==> src/rtl/channel_frontend.sv <==
// rtl/channel_frontend.sv - A/B parallel channel frontend: sync, tag filter, outbound regs, driver sequencing, parity
// Purpose: turns the active-low A-side receiver lines into active-high B-side
//   signals, glitch-filters inbound tags, registers the outbound bus/tags, and
//   sequences the line-driver enable. Inbound parity is checked with a saturating counter.
// Ports:
//   clk, reset_n                     clock, asynchronous active-low reset
//   enable, wrap_test, clear_errors  frontend enable, forced driver request, error clear
//   a_bus_in_n/_parity_n, a_tag_in_n A-side inbound pins (active-low)
//   b_bus_in/_parity, b_tag_in       B-side inbound (active-high, tags filtered)
//   b_bus_out/_parity, b_tag_out     B-side outbound from the protocol engine
//   a_bus_out/_parity, a_tag_out     A-side outbound, registered
//   driver_enable                    line-driver enable after the turn-on delay
//   parity_error, error_count        bad-parity pulse and saturating count
module channel_frontend #(
  parameter int DATA_WIDTH    = 8,
  parameter int SYNC_STAGES   = 2,
  parameter int FILTER_CYCLES = 3,
  parameter int DRIVER_DELAY  = 4
) (
  input  logic                  clk,
  input  logic                  reset_n,
  input  logic                  enable,
  input  logic                  wrap_test,
  input  logic                  clear_errors,
  input  logic [DATA_WIDTH-1:0] a_bus_in_n,
  input  logic                  a_bus_in_parity_n,
  input  logic [9:0]            a_tag_in_n,
  output logic [DATA_WIDTH-1:0] b_bus_in,
  output logic                  b_bus_in_parity,
  output logic [9:0]            b_tag_in,
  input  logic [DATA_WIDTH-1:0] b_bus_out,
  input  logic                  b_bus_out_parity,
  input  logic [11:0]           b_tag_out,
  output logic [DATA_WIDTH-1:0] a_bus_out,
  output logic                  a_bus_out_parity,
  output logic [11:0]           a_tag_out,
  output logic                  driver_enable,
  output logic                  parity_error,
  output logic [7:0]            error_count
);

  localparam int IW  = DATA_WIDTH + 11;
  localparam int FCW = $clog2(FILTER_CYCLES + 1);
  localparam int DCW = $clog2(DRIVER_DELAY + 1);
  localparam logic [FCW-1:0] FILT_LAST = FCW'(FILTER_CYCLES - 1);
  localparam logic [DCW-1:0] DLY_LAST  = DCW'(DRIVER_DELAY - 1);

  typedef enum logic [1:0] {ST_OFF, ST_DELAY, ST_ON} drv_state_e;

  // Inbound synchroniser: {tags, parity, bus}, idle level is all-ones.
  logic [IW-1:0]         sync_q [SYNC_STAGES];
  logic [IW-1:0]         synced;
  logic [DATA_WIDTH:0]   s_bus;
  logic [9:0]            s_tag;

  always_ff @(posedge clk or negedge reset_n) begin
    if (!reset_n) begin
      for (int i = 0; i < SYNC_STAGES; i++) sync_q[i] <= '1;
    end else begin
      sync_q[0] <= {a_tag_in_n, a_bus_in_parity_n, a_bus_in_n};
      for (int i = 1; i < SYNC_STAGES; i++) sync_q[i] <= sync_q[i-1];
    end
  end

  assign synced = sync_q[SYNC_STAGES-1];
  assign s_bus  = synced[DATA_WIDTH:0];
  assign s_tag  = synced[IW-1:DATA_WIDTH+1];

  // Tag filter, kept in the active-low pin polarity. The flip happens on the
  // edge the counter would reach FILTER_CYCLES, so it never holds that value.
  logic [9:0]     filt_q, filt_d;
  logic [FCW-1:0] fcnt_q [10];
  logic [FCW-1:0] fcnt_d [10];

  always_comb begin
    filt_d = filt_q;
    for (int i = 0; i < 10; i++) begin
      fcnt_d[i] = '0;
      if (s_tag[i] != filt_q[i]) begin
        if (fcnt_q[i] == FILT_LAST) begin
          filt_d[i] = ~filt_q[i];
        end else begin
          fcnt_d[i] = fcnt_q[i] + FCW'(1);
        end
      end
    end
  end

  // Registered datapath and parity checker.
  logic [DATA_WIDTH:0] bus_in_q, bus_in_d;
  logic [9:0]          tag_in_q, tag_in_d;
  logic [DATA_WIDTH:0] bus_out_q, bus_out_d;
  logic [11:0]         tag_out_q, tag_out_d;
  logic [1:0]          tag_prev_q;
  logic                perr_q, perr_d;
  logic [7:0]          ecnt_q, ecnt_d;
  logic                svc_rise;

  always_comb begin
    bus_in_d  = enable ? ~s_bus : '0;
    // Select bypass: with the frontend disabled, select-in follows select-out.
    tag_in_d  = enable ? ~filt_q : {7'b0, 1'b0, tag_out_q[2], 1'b0};
    bus_out_d = enable ? {b_bus_out_parity, b_bus_out} : '0;
    // Bit 11 is reserved and always driven low.
    tag_out_d = enable ? (b_tag_out & 12'h7FF) : '0;

    // Service-in or data-in rising: the bus has already been stable for the
    // filter window, so the currently registered bus is the sample to check.
    svc_rise  = enable & (|(tag_in_q[6:5] & ~tag_prev_q));
    perr_d    = svc_rise & ~(^bus_in_q);

    ecnt_d = ecnt_q;
    if (clear_errors) begin
      ecnt_d = '0;
    end else if (perr_d && (ecnt_q != 8'hFF)) begin
      ecnt_d = ecnt_q + 8'd1;
    end
  end

  // Driver sequencing.
  drv_state_e     state_q, state_d;
  logic [DCW-1:0] dcnt_q, dcnt_d;
  logic           drv_q, drv_d;
  logic           req;

  assign req = enable & (tag_out_q[0] | wrap_test);

  always_comb begin
    state_d = state_q;
    dcnt_d  = dcnt_q;
    case (state_q)
      ST_OFF: begin
        dcnt_d = '0;
        if (req) state_d = ST_DELAY;
      end
      ST_DELAY: begin
        if (!req) begin
          state_d = ST_OFF;
        end else if (dcnt_q == DLY_LAST) begin
          state_d = ST_ON;
        end else begin
          dcnt_d = dcnt_q + DCW'(1);
        end
      end
      ST_ON: begin
        if (!req) state_d = ST_OFF;
      end
      default: state_d = ST_OFF;
    endcase
    // Gated by req so a dropped request clears the driver on the same edge
    // that takes the FSM out of ON.
    drv_d = (state_q == ST_ON) & req;
  end

  always_ff @(posedge clk or negedge reset_n) begin
    if (!reset_n) begin
      filt_q     <= '1;
      for (int i = 0; i < 10; i++) fcnt_q[i] <= '0;
      bus_in_q   <= '0;
      tag_in_q   <= '0;
      bus_out_q  <= '0;
      tag_out_q  <= '0;
      tag_prev_q <= '0;
      perr_q     <= 1'b0;
      ecnt_q     <= '0;
      state_q    <= ST_OFF;
      dcnt_q     <= '0;
      drv_q      <= 1'b0;
    end else begin
      filt_q     <= filt_d;
      for (int i = 0; i < 10; i++) fcnt_q[i] <= fcnt_d[i];
      bus_in_q   <= bus_in_d;
      tag_in_q   <= tag_in_d;
      bus_out_q  <= bus_out_d;
      tag_out_q  <= tag_out_d;
      tag_prev_q <= tag_in_q[6:5];
      perr_q     <= perr_d;
      ecnt_q     <= ecnt_d;
      state_q    <= state_d;
      dcnt_q     <= dcnt_d;
      drv_q      <= drv_d;
    end
  end

  assign b_bus_in         = bus_in_q[DATA_WIDTH-1:0];
  assign b_bus_in_parity  = bus_in_q[DATA_WIDTH];
  assign b_tag_in         = tag_in_q;
  assign a_bus_out        = bus_out_q[DATA_WIDTH-1:0];
  assign a_bus_out_parity = bus_out_q[DATA_WIDTH];
  assign a_tag_out        = tag_out_q;
  assign driver_enable    = drv_q;
  assign parity_error     = perr_q;
  assign error_count      = ecnt_q;

endmodule

==> config.mk <==
export PLATFORM = sky130hd
export DESIGN_NAME = channel_frontend
export DESIGN_NICKNAME = d
export VERILOG_FILES = /design/src/rtl/channel_frontend.sv
export SDC_FILE = /design/constraint.sdc
export NUM_CORES = 1
export LEC_CHECK = 0
export BUFFER_PORTS_ARGS = -buffer_cell sky130_fd_sc_hd__buf_2
export CAP_MARGIN = 0
export CORE_MARGIN = 5
export CORE_UTILIZATION = 35
export DETAILED_ROUTE_END_ITERATION = 10
export PLACE_DENSITY_LB_ADDON = 0.15
export REMOVE_ABC_BUFFERS = 1
export SYNTH_ARGS = -nofsm -noshare
export SYNTH_HDL_FRONTEND = slang
export SYNTH_SLANG_ARGS = --single-unit
==> constraint.sdc <==
create_clock -name clk -period 3.65 [get_ports clk]
set_input_delay 0.9125 -clock clk [delete_from_list [all_inputs] [get_ports clk]]
set_output_delay 0.9125 -clock clk [all_outputs]
set_load 0.05 [all_outputs]
## After elaboration in Yosys (flattened, before gate mapping)

Cells that the tools add are included.

| operators by class | value |
|---|---|
| eq/ne operators | 29 |
| mux-type cells | 34 |
| $add $sub $neg | 12 |
| reduce and logical (&&, ||, !) cells | 18 |
| bitwise operators | 20 |

Operators by type and width:

| operator | count |
|---|---|
| two-way mux 2 bit | 24 |
| equality test 2 bit, second input constant | 11 |
| adder 2 x 1 -> 2 bit, second input constant | 10 |
| AND reduction 2 bit | 10 |
| two-way mux 9 bit | 2 |
| two-way mux 8 bit | 2 |
| two-way mux 11 bit | 1 |
| inverter 1 bit | 11 |
| two-way mux 10 bit | 1 |
| inequality test 1 bit | 10 |
| inverter 10 bit | 1 |
| inverter 9 bit | 1 |
| parity 9 bit | 1 |
| adder 8 x 1 -> 8 bit, second input constant | 1 |
| inequality test 2 bit, second input constant | 4 |
| inequality test 8 bit, second input constant | 1 |
| two-way mux 3 bit | 2 |
| one-hot mux 2 bit (3 select lines) | 1 |
| one-hot mux 3 bit (2 select lines) | 1 |
| AND reduction 3 bit | 2 |
| AND 1 bit | 4 |
| nonzero test 2 bit | 2 |
| adder 3 x 1 -> 3 bit, second input constant | 1 |
| equality test 3 x 2 -> 1 bit, second input constant | 1 |
| other kinds (8) | 8 |

| word-level totals | value |
|---|---|
| word-level logic and storage cells | 145 |
| register bits after elaboration | 124 |
| input bits | 45 |

## Depth between registers and ports, before layout

Gate-level depths: netlist of the first run.

| depth | value |
|---|---|
| word-level depth | 8 |
| gate-level depth with buffers | 6 |

## Least setup slack after synthesis of the first run

Ideal clock, no wire load.

| path | value |
|---|---|
| path kind | reg-to-reg |
| start point | reg bus_in_q[2] |
| end point | reg ecnt_q[5], in the netlist error_count[5] |
| cell stages (with the launch flop) | 7 |
| clock period less this slack | 2.269 ns |
| library setup time | 0.125 ns |
| path buffers | 1 |
| arrival time | 2.144 ns |
| path slack | 1.381 ns |
| cells stage by stage | dfrtp_1 > xor2_1 > xnor3_2 > xnor2_2 > buf_6 > nor4_4 > mux2_4 |

| between the ends | value |
|---|---|
| longest elaborated chain between the ends | 5 |

RTL lines:

| element | RTL line | source |
|---|---|---|
| start: declaration | 90 | `logic [DATA_WIDTH:0] bus_in_q, bus_in_d;` |
| start signal: assignment | 172 | `bus_in_q <= bus_in_d;` |
| parity 9 bit | 110 | `perr_d = svc_rise & ~(^bus_in_q);` |
| inverter 1 bit | 110 |  |
| AND 1 bit | 110 |  |
| logical AND 1 bit | 115 | `end else if (perr_d && (ecnt_q != 8'hFF)) begin` |
| nonzero test 2 bit (no line) | n/a |  |
| end signal: assignment | 178 | `ecnt_q <= ecnt_d;` |
| end: declaration | 96 | `logic [7:0] ecnt_q, ecnt_d;` |

No other way between the ends.
A chain may end at the register's enable or synchronous reset.

## Worst setup path in the final report of the first run

Same ends and word-level chain as after synthesis.

==> summary.txt, run 1 <==
Detailed routing
  • WL per Instance: between 10 and 15 µm
  • Post-route DRC violation count: 0
  • Vias/cell: 4.298
  • Iteration count of the initial detailed-routing pass: 4
  • Post-Route WL: between 7000 and 8000 µm
  • DR iter-0 viols: 147
  • Post-route ant nets: 0
  • Routed vias: roughly 2500

Final layout
  • Multi-input logic area: 1127 µm²
  • Most common cell after layout, fill and taps aside: buf_2
  • Diodes inserted: 0
  • Final nets: about 450
  • Layout area overhead: 28.77%
  • Share of layout cells above drive strength 1: 0.4634
  • FF/Latch Area: roughly 3200 µm²
  • Most frequent cells in the layout: buf_2 (91), dfrtp_1 (76), dfstp_2 (48), nor2b_1 (31), and2_1 (20)
  • Fill count: 1151

Power
  • Power Dens Cells: 731.9 nW/µm²
  • Total Power: approximately 4.1 mW
  • Maximum vdd drop: ~0.30 mV
  • P_leak: ~2.6 nW

Critical path
  • CP Cell Sequence: xor2_1, xnor3_2, xnor2_2, nor4_4, mux2_4
  • Worst R2R Setup Slack: approximately 1.5 ns
  • Startpoint class of the critical path: flop
  • Crit Path Max Fanout: 15
  • CP peak stage delay: ~0.52 ns
  • Kind of end point of the critical path: flop
  • CP max stage cell: xnor2_2
  • Critical path class: flop to flop
  • CP required: about 3.9 ns
  • Crit path DAT: approximately 2.4 ns

Logic synthesis
  • Number of synthesized register bits: ~120
  • Largest family of logic cells by synthesized area: simple AND/OR/NAND/NOR gates
  • Synth top area cells: dfrtp_1 (44%), dfstp_2 (29%), nor2b_1 (4.5%)
  • Cells after Synth: 289
  • Sequential element share of the synthesized area: 0.7281
  • Top cell type's share of synthesized area: 0.4378
  • Synth Area in Compound Gates: 0.03226
  • Mean Syn Cell Area: ~15 µm²
  • Synth cell types: 39
  • Mapped Area: about 4300 µm²
  • Simple-Gate Fraction of Synth Area: 0.1400
  • Synth Warn #: 0
  • Async SR Flop Fraction: 1.000
  • Multiplexer share of the synthesized area: 0.03658
  • Post-Synth XOR/XNOR Area: 0.04119
  • Post-synthesis adder-cell area fraction: 0.008641
  • Main synth FF type: dfrtp_1
  • Post-synth EDFFs: 0
  • Cell accounting for the most synthesized area: dfrtp_1

Outcome
  • Outcome: finished, final reports clean

STA
  • Final min period: between 2 and 2.5 ns
  • Final setup vio count: 0
  • RSZ-0062 raised after global routing: false
  • Clock skew: just over 0.006 ns
  • Relative slew slack: 0.3845
  • Slew Limit Fails: 0
  • Setup_tns: 0 ns
  • Setup ws final: around 1.5 ns
  • Tcrit/Tclk final: 0.5799
  • Final Hold Viols: 0
  • Max Clk Rate: ~470 MHz
  • Worst-Margin Slew: about 0.9 ns

Min path
  • Worst hold path type: flop to flop

CTS
  • CTS Buf Count: 17
  • Post-CTS Setup Bufs: 0
  • Reg clk slew, reported paths: approximately 0.06 ns
  • Resize count post-CTS: 0
  • Htree depth: 4
  • Hold Buf Count CTS: 0
  • Bufs on Longest Clock Path: 2
  • Clk sinks: roughly 120
  • Insertion delay to the later sink of the worst-skew pair: roughly 0.40 ns
  • Root Buffer: clkbuf_16
  • TritonCTS clock tree: built

Placement
  • RePlAce Congestion: about 0.75
  • Port bufs: 92
  • Pre-CTS setup slack: ~1.1 ns
  • Hpwl dp: about 5200 µm

Job
  • Max cap viols: 0

GRT
  • Initial antenna violation count: 0
  • Largest net degree at the start of global routing: 52
  • Grt ovf: 0
  • First-pass GRT wire length: around 13000 µm
  • Gr usage total: 0.1180
  • Vias in the first global route: about 2600

Die
  • Core area: 12110 µm²
  • Initial Util: 0.3587
  • Rows: 40
  • Chip height: 121.4 µm
  • Die ar.: approximately 15000 µm²
  • IO Pins: 95
  • Chip width: approximately 120 µm
-- sequential cells by signal, indices dropped and copies added, names as in the netlist --
name           flops
a_tag_out         11
b_tag_in          10
bus_in_q           9
bus_out_q          9
dcnt_q             3
driver_enable      1
error_count        8
fcnt_q            20
filt_q            10
parity_error       1
state_q            2
sync_q            19
synced            19
tag_prev_q         2
-- where the power goes --
| part | leakage [nW] | total, mW | switching (mW) | internal (mW) |
|---|---|---|---|---|
| registers | 1.50 | 1.81 | 0.147 | 1.67 |
| clock network | 0.274 | 1.61 | 0.572 | 1.04 |
| logic | 0.805 | 0.665 | 0.398 | 0.267 |
-- critical path, delay by kind of cell, from the launching register on --
family	cells	cell delay, ns
xor gates and xnor gates	3	1.19
DFF	1	0.38
muxes	1	0.32
and+or+nand+nor	1	0.11
-- layout make-up --
type                    count  share of cell area
flip-flops and latches    124              0.5654
inverters                   3            0.002013
clock inverters             9             0.02035
multi-input cells         154              0.2015
repair buffers             97             0.08947
clock buffers              23             0.08365
well taps                 168             0.03758
-- cells by family (layout without fill, tap and decap cells) --
kind of cell               after synthesis  after routing
other                                    1              1
adders and majority gates                3              3
DFF                                    124            124
buffers and inverters                   11            132
xor gates and xnor gates                17             17
muxes                                   14             14
AOI/OAI and AO/OA                       22             22
and+or+nand+nor                         97             97
-- worst paths after layout --
kind,start,to,cells past startpoint
max in group asynchronous,reset_n,synced[12]$_DFF_PN1_,2
max reg2reg,bus_in_q[2]$_DFF_PN0_,error_count[5]$_DFFE_PN0P_,5
min reg2reg,sync_q[19]$_DFF_PN1_,synced[0]$_DFF_PN1_,0
min in group asynchronous,reset_n,dcnt_q[1]$_DFFE_PN0P_,1
min,sync_q[19]$_DFF_PN1_,synced[0]$_DFF_PN1_,0
max,bus_in_q[2]$_DFF_PN0_,error_count[5]$_DFFE_PN0P_,5
-- synthesized netlist by cell type (all sizes together) (3+ instances only) --
library cell,instances
xnor2,15
or4,4
mux2,12
nor2b,31
nand2,3
dfrtp,76
and2,20
ha,3
nand2b,3
inv,3
nor2,6
a21oi,8
a22o,3
o21ai,4
nor3,10
dfstp,48
clkbuf,4
nor3b,10
buf,4
o31ai,4
-- stage by stage --
step           cell area [µm²]  hold WS, ns  instances    util
4_1_cts                   5594       0.3521        578  0.4619
5_1_grt                   5594       0.3567        578  0.4619
3_5_place_dp              5012       0.3468        546  0.4138
3_3_place_gp              5012       0.3457        546  0.4138
2_1_floorplan             4302       0.3452        281       -
6_report                  5594       0.3520        578  0.4619
-- per-layer routing --
layer,global-route usage,wire length (µm),vias to the layer above
li1,-,-,1183
met1,0.1476,3399,1219
met2,0.1689,3579,71
met3,0.05221,544,11
met4,0.06723,102,0
met5,0,0,-
(Power assumes the default switching activity.)
==> inputs of run 2 (changes only) <==
--- a/config.mk
+++ b/config.mk
@@ -5,6 +5,7 @@
 export SDC_FILE = /design/constraint.sdc
 export NUM_CORES = 1
 export LEC_CHECK = 0
+export ABC_AREA = 1
 export BUFFER_PORTS_ARGS = -buffer_cell sky130_fd_sc_hd__buf_2
 export CAP_MARGIN = 0
 export CORE_MARGIN = 5
==> constraint.sdc (replaced) <==
create_clock -name clk -period 1.8 [get_ports clk]
set_input_delay 0.45 -clock clk [delete_from_list [all_inputs] [get_ports clk]]
set_output_delay 0.45 -clock clk [all_outputs]
set_load 0.05 [all_outputs]
==> run 2 against run 1 <==
  * First-iteration DRC count down 10%
  * Non-clock buffer count is 2 higher
  * Utilization decreased by 0.55 points
  * Synthesized cell count rose by 37%
  * Power is 94% higher
  * Register-to-register slack worse by 1.3 ns
  * Critical path depth down 4
  * Final cell count increased by 20%
  * Sequential power increased by 100%
  * Via count is 16% higher
  * Worst setup slack got worse by 1.4 ns
  * Sequential share of layout area fell by 1.6 points
==> summary.txt, run 2 <==
Outcome
  • Outcome: finished, final reports clean

Detailed routing
  • Post-Route WL: 7758 µm (+1.7%)
  • Post-route DRC violation count: 0 (unchanged)
  • WL per Instance: 11.19 µm (-15%)
  • Vias/cell: 4.160 (-3.2%)
  • Iteration count of the initial detailed-routing pass: 4 (unchanged)
  • DR iter-0 viols: 132 (-10%)
  • Routed vias: 2883 (+16%)
  • Post-route ant nets: 0 (unchanged)

CTS
  • CTS Buf Count: 17 (unchanged)
  • Hold Buf Count CTS: 1 (+1)
  • Root Buffer: clkbuf_16
  • Post-CTS Setup Bufs: 0 (unchanged)
  • Reg clk slew, reported paths: 0.05 ns (about the same)
  • Resize count post-CTS: 0 (unchanged)
  • Insertion delay to the later sink of the worst-skew pair: 0.40 ns (about the same)
  • Htree depth: 4 (unchanged)
  • TritonCTS clock tree: built
  • Clk sinks: 124 (unchanged)
  • Bufs on Longest Clock Path: 2 (unchanged)

Die
  • Chip height: 123.5 µm (+1.7%)
  • Initial Util: 0.3574 (-0.001252)
  • Core area: 12620 µm² (+4.2%)
  • Die ar.: 15260 µm² (+3.5%)
  • Rows: 41 (+2.5%)
  • Chip width: 123.5 µm (+1.7%)
  • IO Pins: 95 (unchanged)

GRT
  • Grt ovf: 0 (unchanged)
  • Largest net degree at the start of global routing: 42 (-19%)
  • Initial antenna violation count: 0 (unchanged)
  • First-pass GRT wire length: 13210 µm (+1.8%)
  • Vias in the first global route: 2985 (+14%)
  • Gr usage total: 0.1144 (-0.003595)

Critical path
  • Crit Path Max Fanout: 6 (-9)
  • Cell family with most CP delay: flip-flops
  • Crit path DAT: 1.19 ns (-1.22 ns)
  • CP max stage cell: dfrtp_1
  • CP required: 1.35 ns (-2.59 ns)
  • Worst R2R Start: error_count[0]$_DFFE_PN0P_
  • Critical path class: flop to primary output
  • Startpoint class of the critical path: flop
  • CP peak stage delay: 0.48 ns (-0.04 ns)
  • CP Cell Sequence: buf_2
  • Kind of end point of the critical path: primary output
  • Bufs and invs on worst path: 1 (+1)
  • CP startpoint: error_count[5]$_DFFE_PN0P_
  • Worst R2R Setup Slack: 0.21 ns (-1.32 ns)

Final layout
  • Diodes inserted: 0 (unchanged)
  • Final nets: 556 (+25%)
  • Biggest register: fcnt_q
  • Fill count: 1199 (+4.2%)
  • Share of layout cells above drive strength 1: 0.3493 (-0.1141)
  • Most frequent cells in the layout: buf_2 (91), nand2_1 (78), dfrtp_1 (76), inv_1 (70), dfstp_2 (48)
  • Final core utilization: 0.4564 (-0.005505)
  • Max reg flops: 20 (unchanged)
  • Most common cell after layout, fill and taps aside: buf_2
  • Layout area overhead: 27.68%

STA
  • Final min period: about 1.6 ns
  • Worst hold slack: 0.1428 ns (-0.2092 ns)
  • Clock skew: 0.005858 ns (-0.0001917 ns)
  • Final Hold Viols: 0 (unchanged)
  • RSZ-0062 raised after global routing: false
  • Slew Limit Fails: 0 (unchanged)
  • Final setup vio count: 0 (unchanged)
  • Max Clk Rate: roughly 600 MHz
  • Setup ws final: 0.1573 ns (-1.376 ns)
  • Tcrit/Tclk final: 0.9126

Logic synthesis
  • Cells after Synth: 396 (+37%)
  • Post-synth EDFFs: 0 (unchanged)
  • Mean Syn Cell Area: 11.39 µm² (-24%)
  • Number of synthesized register bits: 124 (unchanged)
  • Synth cell count leaders: nand2_1 (78), dfrtp_1 (76), inv_1 (70)
  • Sequential element share of the synthesized area: 0.7012 (-0.02686)
  • Main synth FF type: dfrtp_1
  • Synth top area cells: dfrtp_1 (42%), dfstp_2 (28%), nand2_1 (6.5%)
  • Async SR Flop Fraction: 1.000 (unchanged)
  • Mapped Area: 4511 µm² (+3.8%)
  • Synth Warn #: 0 (unchanged)
  • Cell accounting for the most synthesized area: dfrtp_1
  • Top cell type's share of synthesized area: 0.4216 (-0.01615)
  • Synth cell types: 30 (-23%)
  • Most frequent cell after synthesis: nand2_1

Placement
  • Pre-CTS setup slack: 0.2093 ns (-0.9351 ns)
  • RePlAce Congestion: 0.7394 (-1.1%)
  • Hpwl dp: 5485 µm (+5.2%)
  • Port bufs: 92 (unchanged)

Min path
  • HP Start: a_tag_in_n[5]
  • Worst hold path type: input pin to flop

Power
  • P_leak: 3.105 nW (+20%)
  • Maximum vdd drop: 0.5751 mV (+93%)
  • Power Dens Cells: 1379 nW/µm² (+88%)

Job
  • Max cap viols: 0 (unchanged)
run 2: logic make-up (layout without fill, tap and decap cells):
group / Yosys count / after routing / synth area share
multiplexers: 10 / 10 / 0.02219
XOR/XNOR: 15 / 15 / 0.02912
AO/OA/AOI/OAI: 10 / 10 / 0.01332
other: 1 / 1 / 0.0008314
adder cells (fa/ha/maj): 3 / 3 / 0.008323
buffers and inverters: 78 / 203 / 0.06602
AND/OR/NAND/NOR: 155 / 155 / 0.1589
flip-flops: 124 / 124 / 0.7012
run 2: final cells by class:
type	instances	area [µm²]	area share
flip-flops and latches	124	3163	0.5492
multi-input cells	194	1050	0.1823
repair buffers	99	555.5	0.09646
clock buffers	29	490.5	0.08516
inverters	72	270.3	0.04693
well taps	172	215.2	0.03737
clock inverters	3	15.01	0.002607
run 2: power by group:
part	switching, mW	total [mW]	leakage, nW	internal [mW]
sequential	0.293	3.69	1.50	3.39
combinational	0.903	1.38	1.36	0.480
clock	1.05	2.87	0.247	1.82
total	2.25	7.94	3.10	5.69
run 2: through the flow:
stage	setup TNS (ns)	power [mW]	cells	area, µm²
after floorplan	-0.04291	4.721	390	4483
after global placement	0	5.085	660	5244
after detailed placement	0	5.147	660	5244
after CTS	0	8.109	693	5759
after global routing	0	8.422	693	5759
final	0	7.939	693	5759
run 2: final timing paths:
kind / end / depth (start not counted)
max: error_count[5] / 1
min: sync_q[33]$_DFF_PN1_ / 1
max reg2reg: error_count[5]$_DFFE_PN0P_ / 9
min reg2reg: synced[16]$_DFF_PN1_ / 0
max in group asynchronous: filt_q[3]$_DFFE_PN1P_ / 3
min in group asynchronous: fcnt_q[14]$_DFF_PN0_ / 2
run 2: routing by layer:
layer | GRT usage | part of all wire | wire (µm) | up-vias
li1 | - | - | - | 1435
met1 | 0.1346 | 0.43 | 3321 | 1357
met4 | 0.06436 | 0.026 | 198 | 0
met3 | 0.04712 | 0.073 | 565 | 16
met2 | 0.1770 | 0.47 | 3673 | 75
met5 | 0 | 0 | 0 | -
==> inputs of run 3 (changes only) <==
--- a/config.mk
+++ b/config.mk
@@ -12,7 +12,10 @@
 export CORE_UTILIZATION = 35
 export DETAILED_ROUTE_END_ITERATION = 10
 export PLACE_DENSITY_LB_ADDON = 0.15
+export RECOVER_POWER = 25
 export REMOVE_ABC_BUFFERS = 1
+export SETUP_SLACK_MARGIN = 0.5
+export SKIP_LAST_GASP = 1
 export SYNTH_ARGS = -nofsm -noshare
 export SYNTH_HDL_FRONTEND = slang
 export SYNTH_SLANG_ARGS = --single-unit
==> run 3 against run 2 <==
  * Clock-buffer cell count is the same
  * Utilization grew 4.8 points
  * Critical endpoint is now error_count[0]
  * Largest power group unchanged
  * Worst setup slack gained 0.12 ns
  * Register-to-register slack gained 0.08 ns
  * Cell area grew 11%
  * Non-clock buffer count grew 20
  * Sequential power is essentially flat
  * Combinational power grew 19%
  * Critical path depth grew 1
  * Maximum frequency grew 7.8%
  * Final cell count grew 3.2%
==> summary.txt, run 3 (synthesis results as in run 2) <==
Detailed routing
  • Routed vias: 3005 (+4.2%)
  • Met2 WL post-DR: 4171 µm (+14%)
  • Post-route ant nets: 0 (unchanged)
  • Max Used Layer: met4
  • Wire length on met1: 3508 µm (+5.6%)
  • Post-route DRC violation count: 0 (unchanged)
  • Post-Route WL: 8462 µm (+9.1%)
  • DR iter-0 viols: 151 (+14%)
  • Iteration count of the initial detailed-routing pass: 4 (unchanged)
  • Vias/cell: 4.203 (+1.0%)
  • WL per Instance: 11.83 µm (+5.7%)
  • Met3 Routed Length: 580 µm (+2.7%)

CTS
  • Reg clk slew, reported paths: 0.05 ns (about the same)
  • Root Buffer: clkbuf_16
  • Clk sinks: 124 (unchanged)
  • Bufs on Longest Clock Path: 2 (unchanged)
  • TritonCTS clock tree: built
  • CTS Buf Count: 17 (unchanged)
  • Htree depth: 4 (unchanged)
  • Insertion delay to the later sink of the worst-skew pair: 0.40 ns (about the same)

Job
  • Max cap viols: 0 (unchanged)

STA
  • Slew Limit Fails: 0 (unchanged)
  • Worst-Margin Slew: between 1 and 1.5 ns
  • Tcrit/Tclk final: 0.8463 (-0.06636)
  • Final Hold Viols: 0 (unchanged)
  • RSZ-0062 raised after global routing: true
  • Clock skew: 0.005518 ns (-0.0003403 ns)
  • Final setup vio count: 0 (unchanged)
  • Max Clk Rate: 656.5 MHz (+7.8%)
  • Relative slew slack: 0.2815
  • Setup ws final: 0.2767 ns (+0.1195 ns)
  • Final min period: 1.523 ns (-0.1195 ns)

Placement
  • Port bufs: 92 (unchanged)
  • RePlAce Congestion: 0.7394 (unchanged)
  • Hpwl dp: 5485 µm (unchanged)
  • Pre-CTS setup slack: 0.2093 ns (unchanged)

Critical path
  • CP peak stage delay: 0.41 ns (-0.07 ns)
  • CP max stage cell: dfrtp_1
  • CP required: 1.35 ns (about the same)
  • Crit Path Max Fanout: 3 (-3)
  • Startpoint class of the critical path: flop
  • CP Cell Sequence: buf_6, buf_8
  • Critical path class: flop to primary output
  • Kind of end point of the critical path: primary output
  • Crit path DAT: 1.07 ns (-0.12 ns)

Power
  • Maximum vdd drop: 0.5595 mV (-2.7%)
  • P_leak: 3.273 nW (+5.4%)
  • Power Dens Cells: 1292 nW/µm² (-6.2%)

Die
  • Initial Util: 0.3574 (unchanged)
  • Die ar.: 15260 µm² (unchanged)
  • IO Pins: 95 (unchanged)
  • Rows: 41 (unchanged)
  • Chip height: 123.5 µm (unchanged)
  • Core area: 12620 µm² (unchanged)
  • Chip width: 123.5 µm (unchanged)

GRT
  • Grt ovf: 0 (unchanged)
  • Largest net degree at the start of global routing: 42 (unchanged)
  • Gr usage total: 0.1200 (+0.005573)
  • First-pass GRT wire length: 13810 µm (+4.5%)
  • Initial antenna violation count: 0 (unchanged)
  • Vias in the first global route: 3061 (+2.5%)

Final layout
  • Max reg flops: 20 (unchanged)
  • Most common cell after layout, fill and taps aside: nand2_1
  • Fill count: 1131 (-5.7%)
  • Final nets: 578 (+4.0%)
  • Share of layout cells above drive strength 1: 0.4217 (+0.07240)
  • Biggest register: fcnt_q
  • Diodes inserted: 0 (unchanged)
  • Most frequent cells in the layout: nand2_1 (71), dfrtp_1 (70), inv_1 (64), dfstp_2 (48), buf_6 (48)
  • Final core utilization: 0.5045 (+0.04809)
  • Layout area overhead: 41.14%

Outcome
  • Outcome: finished, final reports clean

Min path
  • Worst hold path type: input pin to flop
[run 3: where the power goes]
| group | leakage, nW | switching (mW) | internal [mW] |
|---|---|---|---|
| combinational | 1.54 | 0.961 | 0.678 |
| clock | 0.247 | 1.06 | 1.82 |
| sequential | 1.49 | 0.313 | 3.39 |
[run 3: timing repair]
action	in CTS	in global routing
resized for setup	112	33
buffers inserted	12	8
gates cloned	2	0
hold buffers	1	0
pin swaps	1	14
endpoints found under the setup margin	61	61
endpoints found under the hold margin	15	0
[run 3: stage by stage]
step	hold WS, ns	setup TNS, ns	instances	power [mW]	area [µm²]
2_1_floorplan	0.1544	-0.04291	390	4.721	4483
3_3_place_gp	0.3456	0	660	5.085	5244
3_5_place_dp	0.3470	0	660	5.147	5244
4_1_cts	0.1176	0	707	8.328	6215
5_1_grt	0.1187	0	715	8.711	6366
6_report	0.1439	0	715	8.228	6366
[run 3: critical path, delay by kind of cell (launching register included)]
| family | cells | cell delay, ns |
|---|---|---|
| buffers and inverters | 2 | 0.27 |
| flip-flops | 1 | 0.41 |
[run 3: routing by layer]
metal / up-vias / track usage
li1: 1486 / -
met1: 1429 / 0.1423
met2: 74 / 0.1855
met3: 16 / 0.04986
met4: 0 / 0.06436
met5: - / 0
[run 3: cell type report]
cell class | instances | area [µm²] | share of cell area
sequential | 124 | 3171 | 0.4980
clock inverter | 3 | 15.01 | 0.002358
clock buffer | 29 | 490.5 | 0.07704
multi-input combinational | 196 | 1194 | 0.1875
timing repair buffer | 119 | 1008 | 0.1584
inverter | 72 | 272.8 | 0.04285
tap | 172 | 215.2 | 0.03380
[run 3: final timing paths]
kind,startpoint,endpoint,slack (ns),cells after the start
setup / recovery,error_count[0]$_DFFE_PN0P_,error_count[0],0.28,2
hold / removal,a_tag_in_n[6],sync_q[34]$_DFF_PN1_,0.14,1
setup reg to reg,error_count[0]$_DFFE_PN0P_,error_count[7]$_DFFE_PN0P_,0.29,9
hold reg to reg,sync_q[35]$_DFF_PN1_,synced[16]$_DFF_PN1_,0.35,0
max in group asynchronous,reset_n,synced[4]$_DFF_PN1_,0.67,3
min in group asynchronous,reset_n,fcnt_q[14]$_DFF_PN0_,0.52,2
